File: config.mk
export PLATFORM = sky130hd
export DESIGN_NAME = instr_loader_flat
export DESIGN_NICKNAME = d
export VERILOG_FILES = /design/src/rtl/instr_loader_pkg.sv /design/src/rtl/instr_loader_if.sv /design/src/rtl/instr_loader_byte_packer.sv /design/src/rtl/instr_loader.sv /design/src/flat_wrapper.sv
export SDC_FILE = /design/constraint.sdc
export NUM_CORES = 1
export LEC_CHECK = 0
export CORE_AREA = 2 2 85 104
export DETAILED_ROUTE_END_ITERATION = 8
export DIE_AREA = 0 0 87 106
export PLACE_DENSITY_LB_ADDON = 0.3
export SLEW_MARGIN = 20
export SYNTH_ARGS = -nofsm -noshare
export SYNTH_HDL_FRONTEND = slang
export SYNTH_SLANG_ARGS = --single-unit
File: constraint.sdc
create_clock -name clk -period 2 [get_ports clk]
set_input_delay 0.4 -clock clk [delete_from_list [all_inputs] [get_ports clk]]
set_output_delay 0.4 -clock clk [all_outputs]
set_load 0.02 [all_outputs]
File: src/rtl/instr_loader_pkg.sv
// Shared definitions for the instruction-memory loader.
// Holds the state encoding and the bus widths used by the loader.
package instr_loader_pkg;

  localparam int INSTR_W = 32;
  localparam int BYTE_W  = 8;

  typedef enum logic [1:0] {
    LD_LOAD  = 2'd0,
    LD_WRITE = 2'd1,
    LD_DONE  = 2'd2
  } ld_state_e;

endpackage

File: src/rtl/instr_loader_if.sv
// Host byte stream plus the instr_mem write port, bundled as one interface.
// The master modport is the host side; the slave modport is the loader.
interface instr_loader_if
  import instr_loader_pkg::*;
#(
  parameter int ADDR_W = 5
);

  logic [BYTE_W-1:0]  in_byte;
  logic               in_valid;
  logic               in_ready;
  logic               in_last;
  logic [ADDR_W-1:0]  mem_a;
  logic [INSTR_W-1:0] mem_d;
  logic               mem_we;

  modport master (
    output in_byte, in_valid, in_last,
    input  in_ready, mem_a, mem_d, mem_we
  );

  modport slave (
    input  in_byte, in_valid, in_last,
    output in_ready, mem_a, mem_d, mem_we
  );

endinterface

File: src/rtl/instr_loader_byte_packer.sv
// Packs up to four bytes MSB-first into a 32-bit word.
// o_word is the word as it stands after the current shift, left-aligned.
module byte_packer
  import instr_loader_pkg::*;
(
  input  logic               clk,
  input  logic               rst_n,
  input  logic               i_clear,
  input  logic               i_shift,
  input  logic [BYTE_W-1:0]  i_byte,
  output logic [INSTR_W-1:0] o_word,
  output logic               o_word_full
);

  logic [INSTR_W-1:0] r_word;
  logic [1:0]         r_count;
  logic [INSTR_W-1:0] w_shifted;

  // Short final words are zero-filled in the low bytes so they land MSB-first.
  always_comb begin
    w_shifted = {r_word[INSTR_W-BYTE_W-1:0], i_byte};
    case (r_count)
      2'd0:    o_word = {w_shifted[7:0],  24'd0};
      2'd1:    o_word = {w_shifted[15:0], 16'd0};
      2'd2:    o_word = {w_shifted[23:0], 8'd0};
      default: o_word = w_shifted;
    endcase
    o_word_full = i_shift && (r_count == 2'd3);
  end

  always_ff @(posedge clk or negedge rst_n) begin
    if (!rst_n) begin
      r_word  <= '0;
      r_count <= 2'd0;
    end else if (i_clear) begin
      r_word  <= '0;
      r_count <= 2'd0;
    end else if (i_shift) begin
      r_word  <= w_shifted;
      r_count <= r_count + 2'd1;
    end
  end

endmodule

File: src/rtl/instr_loader.sv
// Fills instr_mem from a host byte stream and holds the CPU until the image is complete.
// The write address never wraps; the last word slot ends the load by itself.
module instr_loader
  import instr_loader_pkg::*;
#(
  parameter int ADDR_W = 5
) (
  input  logic              clk,
  input  logic              rst_n,
  instr_loader_if.slave     bus,
  input  logic              reload,
  output logic              cpu_hold,
  output logic              done,
  output logic [ADDR_W:0]   word_count
);

  localparam logic [ADDR_W-1:0] LAST_ADDR = '1;
  localparam logic [ADDR_W:0]   DEPTH_CNT = {1'b1, {ADDR_W{1'b0}}};

  ld_state_e          r_state;
  logic               r_last;
  logic [ADDR_W-1:0]  r_mem_a;
  logic [INSTR_W-1:0] r_mem_d;
  logic               r_mem_we;
  logic               r_cpu_hold;
  logic               r_done;
  logic [ADDR_W:0]    r_word_count;

  logic               w_accept;
  logic               w_clear;
  logic [INSTR_W-1:0] w_word;
  logic               w_word_full;

  assign w_accept = bus.in_valid && (r_state == LD_LOAD);
  assign w_clear  = (r_state == LD_WRITE);

  assign bus.in_ready = (r_state == LD_LOAD);
  assign bus.mem_a    = r_mem_a;
  assign bus.mem_d    = r_mem_d;
  assign bus.mem_we   = r_mem_we;
  assign cpu_hold     = r_cpu_hold;
  assign done         = r_done;
  assign word_count   = r_word_count;

  byte_packer u_packer (
    .clk         (clk),
    .rst_n       (rst_n),
    .i_clear     (w_clear),
    .i_shift     (w_accept),
    .i_byte      (bus.in_byte),
    .o_word      (w_word),
    .o_word_full (w_word_full)
  );

  // r_last records whether the pending write closes the image (in_last or final slot).
  always_ff @(posedge clk or negedge rst_n) begin
    if (!rst_n) begin
      r_state      <= LD_LOAD;
      r_last       <= 1'b0;
      r_mem_a      <= '0;
      r_mem_d      <= '0;
      r_mem_we     <= 1'b0;
      r_cpu_hold   <= 1'b1;
      r_done       <= 1'b0;
      r_word_count <= '0;
    end else begin
      case (r_state)
        LD_LOAD: begin
          if (w_accept && (w_word_full || bus.in_last)) begin
            r_mem_d  <= w_word;
            r_mem_we <= 1'b1;
            r_last   <= bus.in_last || (r_mem_a == LAST_ADDR);
            r_state  <= LD_WRITE;
          end
        end
        LD_WRITE: begin
          r_mem_we <= 1'b0;
          if (r_word_count != DEPTH_CNT) begin
            r_word_count <= r_word_count + 1'b1;
          end
          if (r_last) begin
            r_state    <= LD_DONE;
            r_cpu_hold <= 1'b0;
            r_done     <= 1'b1;
          end else begin
            r_mem_a <= r_mem_a + 1'b1;
            r_state <= LD_LOAD;
          end
        end
        LD_DONE: begin
          if (reload) begin
            r_state      <= LD_LOAD;
            r_mem_a      <= '0;
            r_word_count <= '0;
            r_cpu_hold   <= 1'b1;
            r_done       <= 1'b0;
          end
        end
        default: r_state <= LD_LOAD;
      endcase
    end
  end

endmodule

File: src/flat_wrapper.sv
// flat-port wrapper written by rule: the top's interface ports become plain ports
module instr_loader_flat import instr_loader_pkg::*;
#(
  parameter int ADDR_W = 5
)
  (clk, rst_n, reload, cpu_hold, done, word_count, bus_in_byte, bus_in_valid, bus_in_last, bus_in_ready, bus_mem_a, bus_mem_d, bus_mem_we);
  instr_loader_if #(.ADDR_W(ADDR_W)) bus_i ();
  input  logic clk;
  input  logic rst_n;
  input  logic reload;
  output logic cpu_hold;
  output logic done;
  output logic [ADDR_W:0] word_count;
  input wire logic [$bits(bus_i.in_byte)-1:0] bus_in_byte;
  input wire logic [$bits(bus_i.in_valid)-1:0] bus_in_valid;
  input wire logic [$bits(bus_i.in_last)-1:0] bus_in_last;
  output wire logic [$bits(bus_i.in_ready)-1:0] bus_in_ready;
  output wire logic [$bits(bus_i.mem_a)-1:0] bus_mem_a;
  output wire logic [$bits(bus_i.mem_d)-1:0] bus_mem_d;
  output wire logic [$bits(bus_i.mem_we)-1:0] bus_mem_we;
  assign bus_i.in_byte = bus_in_byte;
  assign bus_i.in_valid = bus_in_valid;
  assign bus_i.in_last = bus_in_last;
  assign bus_in_ready = bus_i.in_ready;
  assign bus_mem_a = bus_i.mem_a;
  assign bus_mem_d = bus_i.mem_d;
  assign bus_mem_we = bus_i.mem_we;
  instr_loader #(.ADDR_W(ADDR_W)) u_core (.clk(clk), .rst_n(rst_n), .bus(bus_i), .reload(reload), .cpu_hold(cpu_hold), .done(done), .word_count(word_count));
endmodule
==> impl_metrics.tcl, run 1 <==
set metrics [dict create \
    critPathRequiredTime_ns 2.23 \
    placed_cells 517 \
    ys_warn_count 0 \
    fin_crit_sh_pct 94.8 \
    antenna-diode-count 0 \
    place.gp.congestion 0.776 \
    grt_pass1_vias 3016 \
    numCtsBuffers 9 \
    cts.path.max_buffers 2 \
    hp-class "reg2reg" \
    synthArstFlopShare_pct 100 \
    synth_cell_type_count 43 \
    ant_nets 0 \
    dieArea_um2 9220 \
    synth_edf_count 0 \
    end_kind "flip-flop" \
    critPathMaxFanout 13 \
    rsz0062_at_grt "no" \
    worstSetupPathType "reg2reg" \
    worstSetupStartpointType "flip-flop" \
    r2r-start "u_core.u_packer.r_count[0]" \
    p_leak_nw 2.11 \
    remaining_drc_errors 0 \
    synthCells 361 \
    first_iter_violations 254 \
    placementRows 37 \
    vias_per_cell 5.61 \
    ys_seq_area_share_pct 52.0 \
    crit_arrival_ns 2.13 \
    antenna_found_initial 0 \
    avgSynthCellArea_um2 10.0 \
    fin_tns_setup_ns 0 \
    grt_max_degree 45 \
    worstMarginPinSlew_ns 0.598 \
    cts_max_level 3 \
    io_pins 60 \
    cts_setup_buffers 0 \
    initial_core_util_pct 43.6 \
    cts_sinks 75 \
    nets 454 \
    r2r_setup_slack_ns 0.10 \
    fmax_mhz 528 \
    area_delta_synth_final_pct 30.6 \
    grt-ovfl-total 0 \
    r2r_cells 6 \
    synth_seq_cells 75 \
    grt_pass1_wl_mm 14.8 \
    period_needed_ns 1.90 \
    setup_viol 0 \
    cts-root-buf "clkbuf_8" \
    regToRegEndpoint "u_core.bus.mem_d[27]" \
    ys.flop_type "dfrtp_1" \
    hpwl_mm 6.21 \
    cts_tree "done" \
    stdcell_count 533 \
    slew_violations 0 \
    num_vias 2991 \
    hp-start "u_core.cpu_hold" \
    critPathCapture "u_core.bus.mem_d[27]" \
    ir_drop_mv 0.896 \
    syn_nets 383 \
    drv_cap 0 \
    drt_pre_antenna_iters 5 \
    outcome "finished, final reports clean" \
    drive_gt1_share_pct 13.8 \
    clk_latency_ns 0.35 \
    hold_viol 0 \
    fin_skew_ns 0.00612 \
    die_w_um 87 \
    core_area_um2 8290 \
    syn_area_um2 3610 \
    grtUsageTotal_pct 20.6 \
    relSlewSlack_pct 60.1 \
    clk_pin_slew_worst_paths_ns 0.08 \
    setup.worst_path.start "u_core.u_packer.r_count[0]" \
    p_per_area_nw_per_um2 1580 \
    die_h_um 106 \
    wl_per_cell_um 16.6 \
    port_buffers 59 \
    drt_wl_total_mm 8.84 \
]
[repair_timing]
action,4_1_cts,5_1_grt
hold endpoints to repair,18,0
endpoints found under the setup margin,1,0
resized for setup,2,0
hold buffers,1,0
[flip-flops by register name, summed over array words and instances (netlist names)]
| signal | flops |
|---|---|
| u_core.u_packer.r_word | 24 |
| u_core.r_state | 2 |
| u_core.bus.mem_we | 1 |
| u_core.bus.mem_a | 5 |
| u_core.u_packer.r_count | 2 |
| u_core.r_last | 1 |
| u_core.word_count | 6 |
| u_core.done | 1 |
| u_core.cpu_hold | 1 |
| u_core.bus.mem_d | 32 |
[placed cells by master, fill, tap and decap left out, drive strengths merged, types with 10 or more instances in the layout]
master and count:
buf 25, clkbuf 11, clkdlybuf4s50 57, dfrtp 74
inv 14, mux2 25, nand2 82, nand3 21
o21ai 40, o31ai 10
[report_power, final]
part | internal (mW) | total, mW | switching (mW)
clock network | 0.890 | 1.45 | 0.560
registers | 2.16 | 2.69 | 0.536
logic | 1.58 | 3.32 | 1.74
[logic make-up (layout without fill, tap and decap cells)]
family,after synthesis,after routing,synth area share [%]
mux,34,34,10.3
xor+xnor,2,2,0.485
flops,75,75,52.0
buf+inv,39,114,4.85
fa+ha+maj,9,9,3.12
simple gates,123,123,15.2
compound gates,79,79,14.1
[worst min path at each step]
stage	end	slack [ns]	depth (start not counted)
after floorplan	u_core.bus.mem_a[0]	0.10	0
after global routing	u_core.cpu_hold	0.49	2
final	u_core.cpu_hold	0.46	2
after global placement	u_core.bus.mem_d[26]	0.31	1
after CTS	u_core.cpu_hold	0.46	2
after detailed placement	u_core.bus.mem_d[26]	0.31	1
[per-layer routing]
metal	vias up	wire, µm	part of all wire, %	GRT usage [%]
li1	1404	-	-	-
met1	1491	3660	41	25.6
met2	85	4600	52	34.8
met3	11	417	4.7	3.26
met4	0	158	1.8	8.82
met5	-	0	0	0
[worst max-delay path, stage by stage (launching register included)]
cell	delay (ns)
dfrtp_1	0.44
inv_1	0.09
ha_1	0.29
buf_12	0.18
a222oi_1	0.36
mux2i_1	0.12
mux2_1	0.30
[cell type report]
cell class | instances | area, µm²
Fill cell | 692 | 3570
Sequential cell | 75 | 1880
Multi-Input combinational cell | 247 | 1560
Timing Repair Buffer | 84 | 852
Clock buffer | 11 | 151
Tap cell | 97 | 121
Clock inverter | 4 | 97.6
Inverter | 15 | 57.6
[cell usage after synthesis (all sizes together) (2+ instances only)]
| master | count | share of area [%] |
|---|---|---|
| a222oi | 8 | 2.2 |
| mux2 | 25 | 7.8 |
| a21oi | 5 | 0.69 |
| o21ai | 40 | 5.5 |
| clkbuf | 13 | 1.4 |
| inv | 14 | 1.5 |
| nand3 | 21 | 2.9 |
| nand2 | 82 | 8.5 |
| nor2 | 7 | 0.73 |
| dfrtp | 74 | 51 |
| buf | 11 | 1.9 |
| ha | 9 | 3.1 |
| a22oi | 8 | 1.7 |
| o31ai | 10 | 2.1 |
| mux2i | 9 | 2.5 |
| nand3b | 2 | 0.42 |
| nand2b | 2 | 0.35 |
[per-stage QoR]
stage | util [%] | power [mW] | area [µm²] | hold slack [ns] | setup slack (ns)
after floorplan | - | 4.55 | 3610 | 0.104 | 0.315
after global placement | 53.8 | 5.96 | 4460 | 0.310 | 0.0989
after detailed placement | 53.8 | 6.07 | 4460 | 0.313 | 0.0709
after CTS | 56.9 | 7.52 | 4720 | 0.465 | 0.0747
after global routing | 56.9 | 7.95 | 4720 | 0.492 | 0.0172
final | 56.9 | 7.46 | 4720 | 0.465 | 0.105
Note: power is estimated with default switching activity, not from simulation.
==> inputs of run 2 (changes only) <==
- REMOVE_ABC_BUFFERS: default -> 1
==> impl_metrics.tcl, run 2 (synthesized netlist as in run 1, its figures left out) <==
set metrics [dict create \
    crit_arrival_ns 1.48 \
    ctsHoldBuffers 0 \
    crit_path_cell_trace "clkdlybuf4s50_1" \
    setup_viol 0 \
    relSlewSlack_pct 52.6 \
    r2r-start "u_core.u_packer.r_count[0]" \
    placementRows 37 \
    clk_pin_slew_worst_paths_ns 0.08 \
    area_delta_synth_final_pct 28.1 \
    hp-class "in2async" \
    drive_gt1_share_pct 12.9 \
    core_area_um2 8290 \
    cts_sinks 75 \
    ant_nets 0 \
    worstMarginPinSlew_ns 0.708 \
    grt_pass1_vias 2865 \
    end_kind "output port" \
    final_common_cell "nand2_1" \
    hold_viol 0 \
    hpwl_mm 5.55 \
    outcome "finished, final reports clean" \
    cts_max_level 3 \
    vias_per_cell 5.51 \
    critPathRequiredTime_ns 1.60 \
    critPathMaxFanout 2 \
    grt_pass1_wl_mm 13.8 \
    largest_reg_flops 32 \
    remaining_drc_errors 0 \
    finalCoreUtilization_pct 55.8 \
    cts.path.max_buffers 2 \
    setup.worst_path.start "u_core.cpu_hold" \
    clk_latency_ns 0.36 \
    dieArea_um2 9220 \
    die_w_um 87 \
    rsz0062_at_grt "no" \
    wl_met2_mm 4.05 \
    initial_core_util_pct 43.6 \
    port_buffers 59 \
    worstSetupPathType "reg2out" \
    cp_slowest_stage_delay_ns 0.60 \
    drt_pre_antenna_iters 7 \
    top_layer "met4" \
    antenna-diode-count 0 \
    grt_max_degree 35 \
    place.gp.congestion 0.790 \
    drv_cap 0 \
    first_iter_violations 184 \
    wl_met1_mm 3.59 \
    wl_per_cell_um 15.5 \
    path_buf_inv 1 \
    fmax_mhz 532 \
    cts-root-buf "clkbuf_8" \
    fin_skew_ns 0.00907 \
    drt_wl_total_mm 8.23 \
    p_per_area_nw_per_um2 1550 \
    grt-ovfl-total 0 \
    cts_setup_buffers 0 \
    final_cell_mix "nand2_1, dfrtp_1, clkdlybuf4s50_1" \
    numCtsBuffers 9 \
    nets 450 \
    p_leak_nw 2.08 \
    crit_slowest_cell "clkdlybuf4s50_1" \
    fin_crit_sh_pct 93.9 \
    dr_wl_met3_um 445 \
    cts_tree "done" \
    ir_drop_mv 0.860 \
    io_pins 60 \
    worstSetupStartpointType "flip-flop" \
    period_needed_ns 1.88 \
    crit_family "buffers and inverters" \
    die_h_um 106 \
    power.total_mw 7.18 \
    slew_violations 0 \
    grtUsageTotal_pct 19.2 \
    num_vias 2922 \
    antenna_found_initial 0 \
]
[run 2: layer usage]
layer	vias to the layer above	GRT usage, %
met3	12	5.12
met1	1416	24.0
met5	-	0
met2	92	30.8
met4	0	8.59
li1	1402	-
[run 2: worst paths after layout]
check	cells past startpoint	endpoint	slack, ns
worst max register to register	5	u_core.bus.mem_d[24]	0.13
max in group asynchronous	2	u_core.cpu_hold	1.34
min in group clk	2	u_core.cpu_hold	0.46
worst min-delay path	1	u_core.u_packer.r_word[21]	0.03
worst min register to register	2	u_core.cpu_hold	0.46
worst max-delay path	1	cpu_hold	0.12
[run 2: per-stage QoR]
| stage | setup TNS (ns) | worst slack [ns] | std cells | hold WS [ns] | instance area, µm² |
|---|---|---|---|---|---|
| 3_5_place_dp | 0 | 0.0682 | 514 | 0.422 | 4410 |
| 6_report | 0 | 0.122 | 530 | 0.0296 | 4620 |
| 3_3_place_gp | 0 | 0.0994 | 514 | 0.419 | 4410 |
| 4_1_cts | 0 | 0.00301 | 530 | 0.0307 | 4620 |
| 5_1_grt | 0 | 0.0317 | 530 | 0.0545 | 4620 |
| 2_1_floorplan | -11.50 | -0.482 | 337 | 0.104 | 3490 |
[run 2: what timing repair did]
action,in CTS,in global routing
gates resized for setup,0,1
hold endpoints to repair,0,0
endpoints found under the setup margin,0,1
[run 2: report_power, final]
group	internal (mW)	switching [mW]
clock network	0.679	0.564
logic	1.55	1.73
registers	2.16	0.498
[run 2: final cells by class]
type	count	area [µm²]
Clock buffer	13	169
Clock inverter	3	45.0
Fill cell	740	3660
Inverter	15	57.6
Multi-Input combinational cell	247	1560
Sequential cell	75	1880
Tap cell	97	121
Timing Repair Buffer	80	796
==> inputs of run 3 (changes only) <==
- CAP_MARGIN: default -> 20
- CORE_AREA: 2 2 85 104 -> 2 2 79 111
- DIE_AREA: 0 0 87 106 -> 0 0 81 113
- clock period: 2 -> 2.3 ns (I/O delays scaled with it)
==> impl_metrics.tcl, run 3 (synthesized netlist as in run 1, its figures left out) <==
set metrics [dict create \
    die_w_um 81 \
    clk_latency_ns 0.33 \
    drv_cap 0 \
    regArea_um2 1880 \
    cts_max_level 3 \
    drt_wl_total_mm 8.29 \
    worstMarginPinSlew_ns 0.632 \
    period_needed_ns 2.07 \
    initial_core_util_pct 44.6 \
    first_iter_violations 190 \
    finalCoreUtilization_pct 58.0 \
    fin_tns_setup_ns 0 \
    end_kind "output port" \
    cp_slowest_stage_delay_ns 0.61 \
    cts_tree "done" \
    hp-class "in2async" \
    remaining_drc_errors 0 \
    clk_pin_slew_worst_paths_ns 0.06 \
    setup_viol 0 \
    fin_crit_sh_pct 90.2 \
    crit_slowest_cell "clkdlybuf4s50_1" \
    largest_reg_flops 32 \
    port_buffers 59 \
    grt_max_degree 45 \
    numCtsBuffers 9 \
    dieArea_um2 9150 \
    relSlewSlack_pct 57.9 \
    antenna_found_initial 0 \
    core_area_um2 8100 \
    antenna-diode-count 0 \
    cts-root-buf "clkbuf_16" \
    nets 443 \
    num_vias 2922 \
    p_leak_nw 2.11 \
    dp_slack_ns 0.299 \
    wl_per_cell_um 15.7 \
    worstSetupStartpointType "flip-flop" \
    rsz0062_at_grt "no" \
    placementRows 39 \
    crit_path_cell_trace "nor2_1, clkdlybuf4s50_1" \
    ir_drop_mv 0.696 \
    die_h_um 113 \
    final_cell_mix "nand2_1, dfrtp_1, clkdlybuf4s50_1" \
    fmax_mhz 482 \
    ant_nets 0 \
    crit_arrival_ns 1.61 \
    critPathRequiredTime_ns 1.84 \
    r2r_cells 5 \
    vias_per_cell 5.53 \
    cts.path.max_buffers 2 \
    grtUsageTotal_pct 19.9 \
    area_delta_synth_final_pct 30.2 \
    drt_pre_antenna_iters 5 \
    slew_violations 0 \
    drive_gt1_share_pct 11.7 \
    ctsHoldBuffers 0 \
    setup_ws_ns 0.226 \
    cts_setup_buffers 0 \
    hpwl_mm 5.50 \
    cts_resized 0 \
    outcome "finished, final reports clean" \
    fin_skew_ns 0.00401 \
    worstSetupPathType "reg2out" \
    placed_cells 512 \
    multi_input_area_um2 1560 \
    p_per_area_nw_per_um2 1450 \
    cts_sinks 75 \
    final_common_cell "nand2_1" \
    nFillCells 722 \
    hold_viol 0 \
    grt_pass1_wl_mm 13.9 \
    grt-ovfl-total 0 \
    grt_pass1_vias 2922 \
    io_pins 60 \
    place.gp.congestion 0.774 \
    critPathMaxFanout 13 \
    stdcell_count 528 \
]
run 3: cell count changes in the layout (fill, tap and decap cells not counted), moves of 2 or more:
cell and delta:
clkbuf_16 +9, clkbuf_8 -9, buf_4 -4, buf_12 -2, bufinv_16 +2, clkinvlp_4 -2
run 3: path summary, 6_finish.rpt:
check | from | end | slack, ns
max in group asynchronous | rst_n | u_core.cpu_hold | 1.61
setup / recovery | u_core.r_state[1] | bus_in_ready | 0.23
hold / removal | rst_n | u_core.bus.mem_a[1] | 0.06
setup reg to reg | u_core.u_packer.r_count[1] | u_core.bus.mem_d[29] | 0.48
hold reg to reg | u_core.cpu_hold | u_core.cpu_hold | 0.46
min in group clk | u_core.cpu_hold | u_core.cpu_hold | 0.46
run 3: where the power goes:
group / total [mW] / switching [mW] / internal, mW
Combinational: 2.79 / 1.48 / 1.31
Sequential: 2.33 / 0.455 / 1.88
Clock: 1.68 / 0.530 / 1.15
run 3: critical path: cells and delay by family (launching register included):
kind	cells	cell delay [ns]
AND/OR/NAND/NOR	1	0.15
flip-flops	1	0.52
buffers and inverters	1	0.61
run 3: cell type report:
type	count	area share, %
flip-flops and latches	75	40.0
multi-input cells	247	33.1
repair buffers	73	15.3
clock buffers	12	5.67
well taps	102	2.71
clock inverters	4	2.02
inverters	15	1.22
run 3: layer usage:
metal  up-vias  GRT usage, %  wire, µm
met3        15          5.42       355
met2        83          32.1      4210
li1       1385             -         -
met5         -             0         0
met1      1439          24.1      3490
met4         0          10.3       234
run 3: metrics by stage:
| stage | power, mW | hold WS, ns | area, µm² |
|---|---|---|---|
| 2_1_floorplan | 3.88 | 0.164 | 3490 |
| 3_3_place_gp | 5.05 | 0.429 | 4340 |
| 3_5_place_dp | 5.16 | 0.426 | 4340 |
| 4_1_cts | 6.86 | 0.0648 | 4700 |
| 5_1_grt | 7.24 | 0.0892 | 4700 |
| 6_report | 6.80 | 0.0614 | 4700 |
==> RTL edit 1, RTL diff (config.mk and constraints of run 1) <==
`ADDR_W` is set to 5 in 3 places; all go to 4.
--- a/src/rtl/instr_loader_if.sv
+++ b/src/rtl/instr_loader_if.sv
@@ -3,7 +3,7 @@
 interface instr_loader_if
   import instr_loader_pkg::*;
 #(
-  parameter int ADDR_W = 5
+  parameter int ADDR_W = 4
 );
 
   logic [BYTE_W-1:0]  in_byte;
--- a/src/rtl/instr_loader.sv
+++ b/src/rtl/instr_loader.sv
@@ -3,7 +3,7 @@
 module instr_loader
   import instr_loader_pkg::*;
 #(
-  parameter int ADDR_W = 5
+  parameter int ADDR_W = 4
 ) (
   input  logic              clk,
   input  logic              rst_n,
--- a/src/flat_wrapper.sv
+++ b/src/flat_wrapper.sv
@@ -1,7 +1,7 @@
 // flat-port wrapper written by rule: the top's interface ports become plain ports
 module instr_loader_flat import instr_loader_pkg::*;
 #(
-  parameter int ADDR_W = 5
+  parameter int ADDR_W = 4
 )
   (clk, rst_n, reload, cpu_hold, done, word_count, bus_in_byte, bus_in_valid, bus_in_last, bus_in_ready, bus_mem_a, bus_mem_d, bus_mem_we);
   instr_loader_if #(.ADDR_W(ADDR_W)) bus_i ();
Interface: changed (resized bus_mem_a and word_count); port bits go from 60 to 58. The function was not compared with the original's and may differ.
==> RTL edit 1 against run 1 <==
Wire length shrank 10%; maximum frequency grew 0.14%; clock skew grew 0.0026 ns; area after synthesis shrank 5.3%; sequential cell count shrank 2; clock power shrank 14%; worst setup slack gained 0.0026 ns; design area shrank 7.5%; total power shrank 12%; count of clock-buffer cells in the layout shrank 1; critical endpoint is now cpu_hold.
==> RTL edit 1: results (changes against run 1) <==
p_sw_share_pct: 38.3  # was 37.9%
syn_avg_cell_area_um2: 10.3  # was 10.0 um^2
drt_iter0_drc: 131  # was 254
pre_cts_slack_ns: 0.0229  # was 0.0709 ns
multi_input_comb_area_mm2: 0.00142  # was 0.00156 mm^2
nets: 407  # was 454
status: "completed"  # unchanged
grt_max_degree: 74  # was 45
place_congestion: 0.811  # was 0.776
slew_headroom_pct: 59.4  # was 60.1%
routed-wl-met2_um: 3750  # was 4600 um
vias: 2795  # was 2991
grt_pass1_vias: 2584  # was 3016
path_delay_family: "buffers and inverters"  # was flip-flops
ys_seq_area_share_pct: 53.5  # was 52.0%
placed_cell_area_mm2: 0.00415  # was 0.00446 mm^2
power_leakage_uw: 0.00189  # was 0.00211 uW
nFillCells: 740  # was 692
synth_fp_nets: 352  # was 383
placed_cells: 472  # was 517
cp_max_fo: 3  # was 13
hold_class: "input port to asynchronous set/reset pin"  # was flop to flop
grtUsageMet3_pct: 2.95  # was 3.26%
synth_area_leaders: "dfrtp_1 53%, a22o_1 6.4%, o21ai_0 5.6%, nand2_1 3.6%, a21oi_1 3.4%"  # was dfrtp_1 51%, nand2_1 8.5%, o21ai_0 5.4%, mux2_2 4.7%, ha_1 3.1%
grtUsageTotal_pct: 17.9  # was 20.6%
met3RoutedLength_um: 390  # was 417 um
io_buffers: 57  # was 59
==> RTL edit 1: cell count changes in the layout (fill, tap and decap cells not counted), moves of 10 or more <==
| cell | change |
|---|---|
| nand3_1 | -15 |
| mux2_2 | -11 |
| nor2b_1 | +10 |
| nand2_1 | -49 |
| mux2_1 | -10 |
| a22o_1 | +24 |
| a21oi_1 | +18 |
==> RTL edit 1: cells by family after synthesis <==
logic type	count (synthesis)	synth area share, %
mux	5	1.61
compound gates	138	27.4
simple gates	65	9.55
buf+inv	42	5.01
flops	73	53.5
fa+ha+maj	8	2.93
==> RTL edit 1: path summary, 6_finish.rpt <==
path,from,to,slack (ns),cells past startpoint
setup reg to reg,u_core.u_packer.r_count[0],u_core.bus.mem_d[8],0.31,5
hold / removal,rst_n,u_core.word_count[4],0.07,2
hold reg to reg,u_core.bus.mem_we,u_core.bus.mem_we,0.48,2
max in group asynchronous,rst_n,u_core.u_packer.r_word[18],1.61,2
min in group clk,u_core.bus.mem_we,u_core.bus.mem_we,0.48,2
setup / recovery,u_core.cpu_hold,cpu_hold,0.11,1
==> RTL edit 1: final cells by class <==
type	instances	share of cell area, %
flip-flops and latches	73	41.9
clock buffers	10	2.93
inverters	15	1.29
repair buffers	71	16.6
well taps	97	2.78
clock inverters	5	1.86
multi-input cells	216	32.6
==> RTL edit 1: timing repair <==
action | 4_1_cts | 5_1_grt
resized for setup | 0 | 1
hold buffers | 0 | 0
endpoints found under the setup margin | 0 | 1
==> RTL edit 1: power by group through the flow <==
stage / Clock (uW) / Sequential [uW] / Combinational [uW]
finish: 1240 / 2480 / 2870
global route: 1330 / 2560 / 3130
CTS: 1270 / 2480 / 2900
detailed placement: 0 / 2500 / 2890
global placement: 0 / 2490 / 2840
floorplan: 0 / 2810 / 1320
==> RTL edit 2, RTL diff (flow settings as in run 1) <==
Made on the original files. Reset style: synchronous (`rst_n`), changed in 2 clocked blocks.
--- a/src/rtl/instr_loader_byte_packer.sv
+++ b/src/rtl/instr_loader_byte_packer.sv
@@ -28,7 +28,7 @@
     o_word_full = i_shift && (r_count == 2'd3);
   end
 
-  always_ff @(posedge clk or negedge rst_n) begin
+  always_ff @(posedge clk) begin
     if (!rst_n) begin
       r_word  <= '0;
       r_count <= 2'd0;
--- a/src/rtl/instr_loader.sv
+++ b/src/rtl/instr_loader.sv
@@ -53,7 +53,7 @@
   );
 
   // r_last records whether the pending write closes the image (in_last or final slot).
-  always_ff @(posedge clk or negedge rst_n) begin
+  always_ff @(posedge clk) begin
     if (!rst_n) begin
       r_state      <= LD_LOAD;
       r_last       <= 1'b0;
Function: differs if rst_n is asserted again (counterexample within 4 cycles, from zero or initial values and one cycle with rst_n low); with rst_n held inactive, the same outputs for 10 cycles.
==> RTL edit 2 against run 1 <==
Via count grew 5.4%; critical path depth shrank 4; critical endpoint is now bus_in_ready; design area shrank 6.5%; area after synthesis shrank 4.0%; sequential cell count is the same; highest routed layer unchanged; clock skew grew 0.00063 ns; worst setup slack lost 0.034 ns; wire length grew 1.1%.
Power is not compared: it rests on default switching activity, and its combinational part moved more than twofold at a synthesized area within 25%.
==> RTL edit 2: results (changes against run 1) <==
fin_cells: 569  # was 533
arrival_ns: 1.53  # was 2.13 ns
nFillCells: 773  # was 692
status: "completed"  # unchanged
synth_adder_area_share_pct: 3.25  # was 3.12%
placed_cell_area_mm2: 0.00422  # was 0.00446 mm^2
grt_max_degree: 41  # was 45
synthXorXnorAreaFrac_pct: 0.253  # was 0.485%
synth_fp_nets: 434  # was 383
highest_layer: "met4"  # unchanged
vias: 3152  # was 2991
met3RoutedLength_um: 366  # was 417 um
grtUsageMet1_pct: 25.6  # about the same
power_leakage_uw: 0.00153
synth_area_leaders: "dfxtp_1 43%, nand2_1 9.2%, a21oi_1 8.2%, ha_1 3.2%, nand3b_1 2.8%"  # was dfrtp_1 51%, nand2_1 8.5%, o21ai_0 5.4%, mux2_2 4.7%, ha_1 3.1%
syn-instance-count: 412  # was 361
synthDistinctLibCells: 44  # was 43
ys_seq_area_share_pct: 43.3  # was 52.0%
antenna_found_initial: 0  # unchanged
routed-wl-met2_um: 4460  # was 4600 um
synth_compound_area_share_pct: 23.0  # was 14.1%
cts_root_buffer: "clkbuf_8"  # unchanged
grt_pass1_wl_um: 14600  # was 14800 um
m1WireLength_um: 3910  # was 3660 um
synthFlopType: "dfxtp_1"  # was dfrtp_1
routed_wl_um: 8940  # was 8840 um
drive_above_1_share_pct: 8.90  # was 13.8%
fin_skew_ns: 0.00675  # was 0.00612 ns
yosys-top-cells-count: "85 x nand2_1, 75 x dfxtp_1, 57 x a21oi_1"  # was 82 x nand2_1, 74 x dfrtp_1, 39 x o21ai_0
grt_pass1_vias: 2881  # was 3016
ys.warnings.count: 0  # unchanged
grtUsageMet3_pct: 3.49  # was 3.26%
synthMuxAreaShare_pct: 1.15  # was 10.3%
drt_iter0_drc: 188  # was 254
cts_resized: 0  # was 2
slowest_delay_ns: 0.55  # was 0.44 ns
place_congestion: 0.866  # was 0.776
cp_max_fo: 10  # was 13
nets: 489  # was 454
largest_reg_flops: 32  # unchanged
path_clk_slew_ns: 0.07
dr.pass1.iters: 4  # was 5
pre_cts_slack_ns: 0.0478  # was 0.0709 ns
met2_usage_pct: 33.2  # was 34.8%
tightest_slew_ns: 0.606  # was 0.598 ns
async_flop_share_pct: 0  # was 100%
grtUsageTotal_pct: 20.0  # was 20.6%
dpl.hpwl_um: 6220  # was 6210 um
placed_cells: 553  # was 517
slowest_stage: "dfxtp_1"  # was dfrtp_1
-- RTL edit 2: final cells by class --
| cell class | instances | area, um^2 | area share (%) |
|---|---|---|---|
| Timing Repair Buffer | 80 | 823 | 18.7 |
| Inverter | 15 | 56.3 | 1.28 |
| Tap cell | 97 | 121 | 2.75 |
| Clock inverter | 6 | 66.3 | 1.50 |
| Multi-Input combinational cell | 286 | 1720 | 38.9 |
| Clock buffer | 10 | 128 | 2.89 |
| Sequential cell | 75 | 1500 | 34.0 |
-- RTL edit 2: final timing paths --
check / from / endpoint / slack (ns) / cells after the start
setup / recovery: u_core.r_state[1] / bus_in_ready / 0.07 / 2
hold / removal: u_core.done / u_core.done / 0.46 / 2
setup reg to reg: u_core.u_packer.r_count[0] / u_core.bus.mem_d[31] / 0.35 / 4
hold reg to reg: u_core.done / u_core.done / 0.46 / 2
-- RTL edit 2: power by group --
part	internal [uW]	leakage, uW	switching (uW)
clock	576	0.0000885	568
combinational	216	0.000836	276
sequential	1540	0.000609	50.3
total	2340	0.00153	894
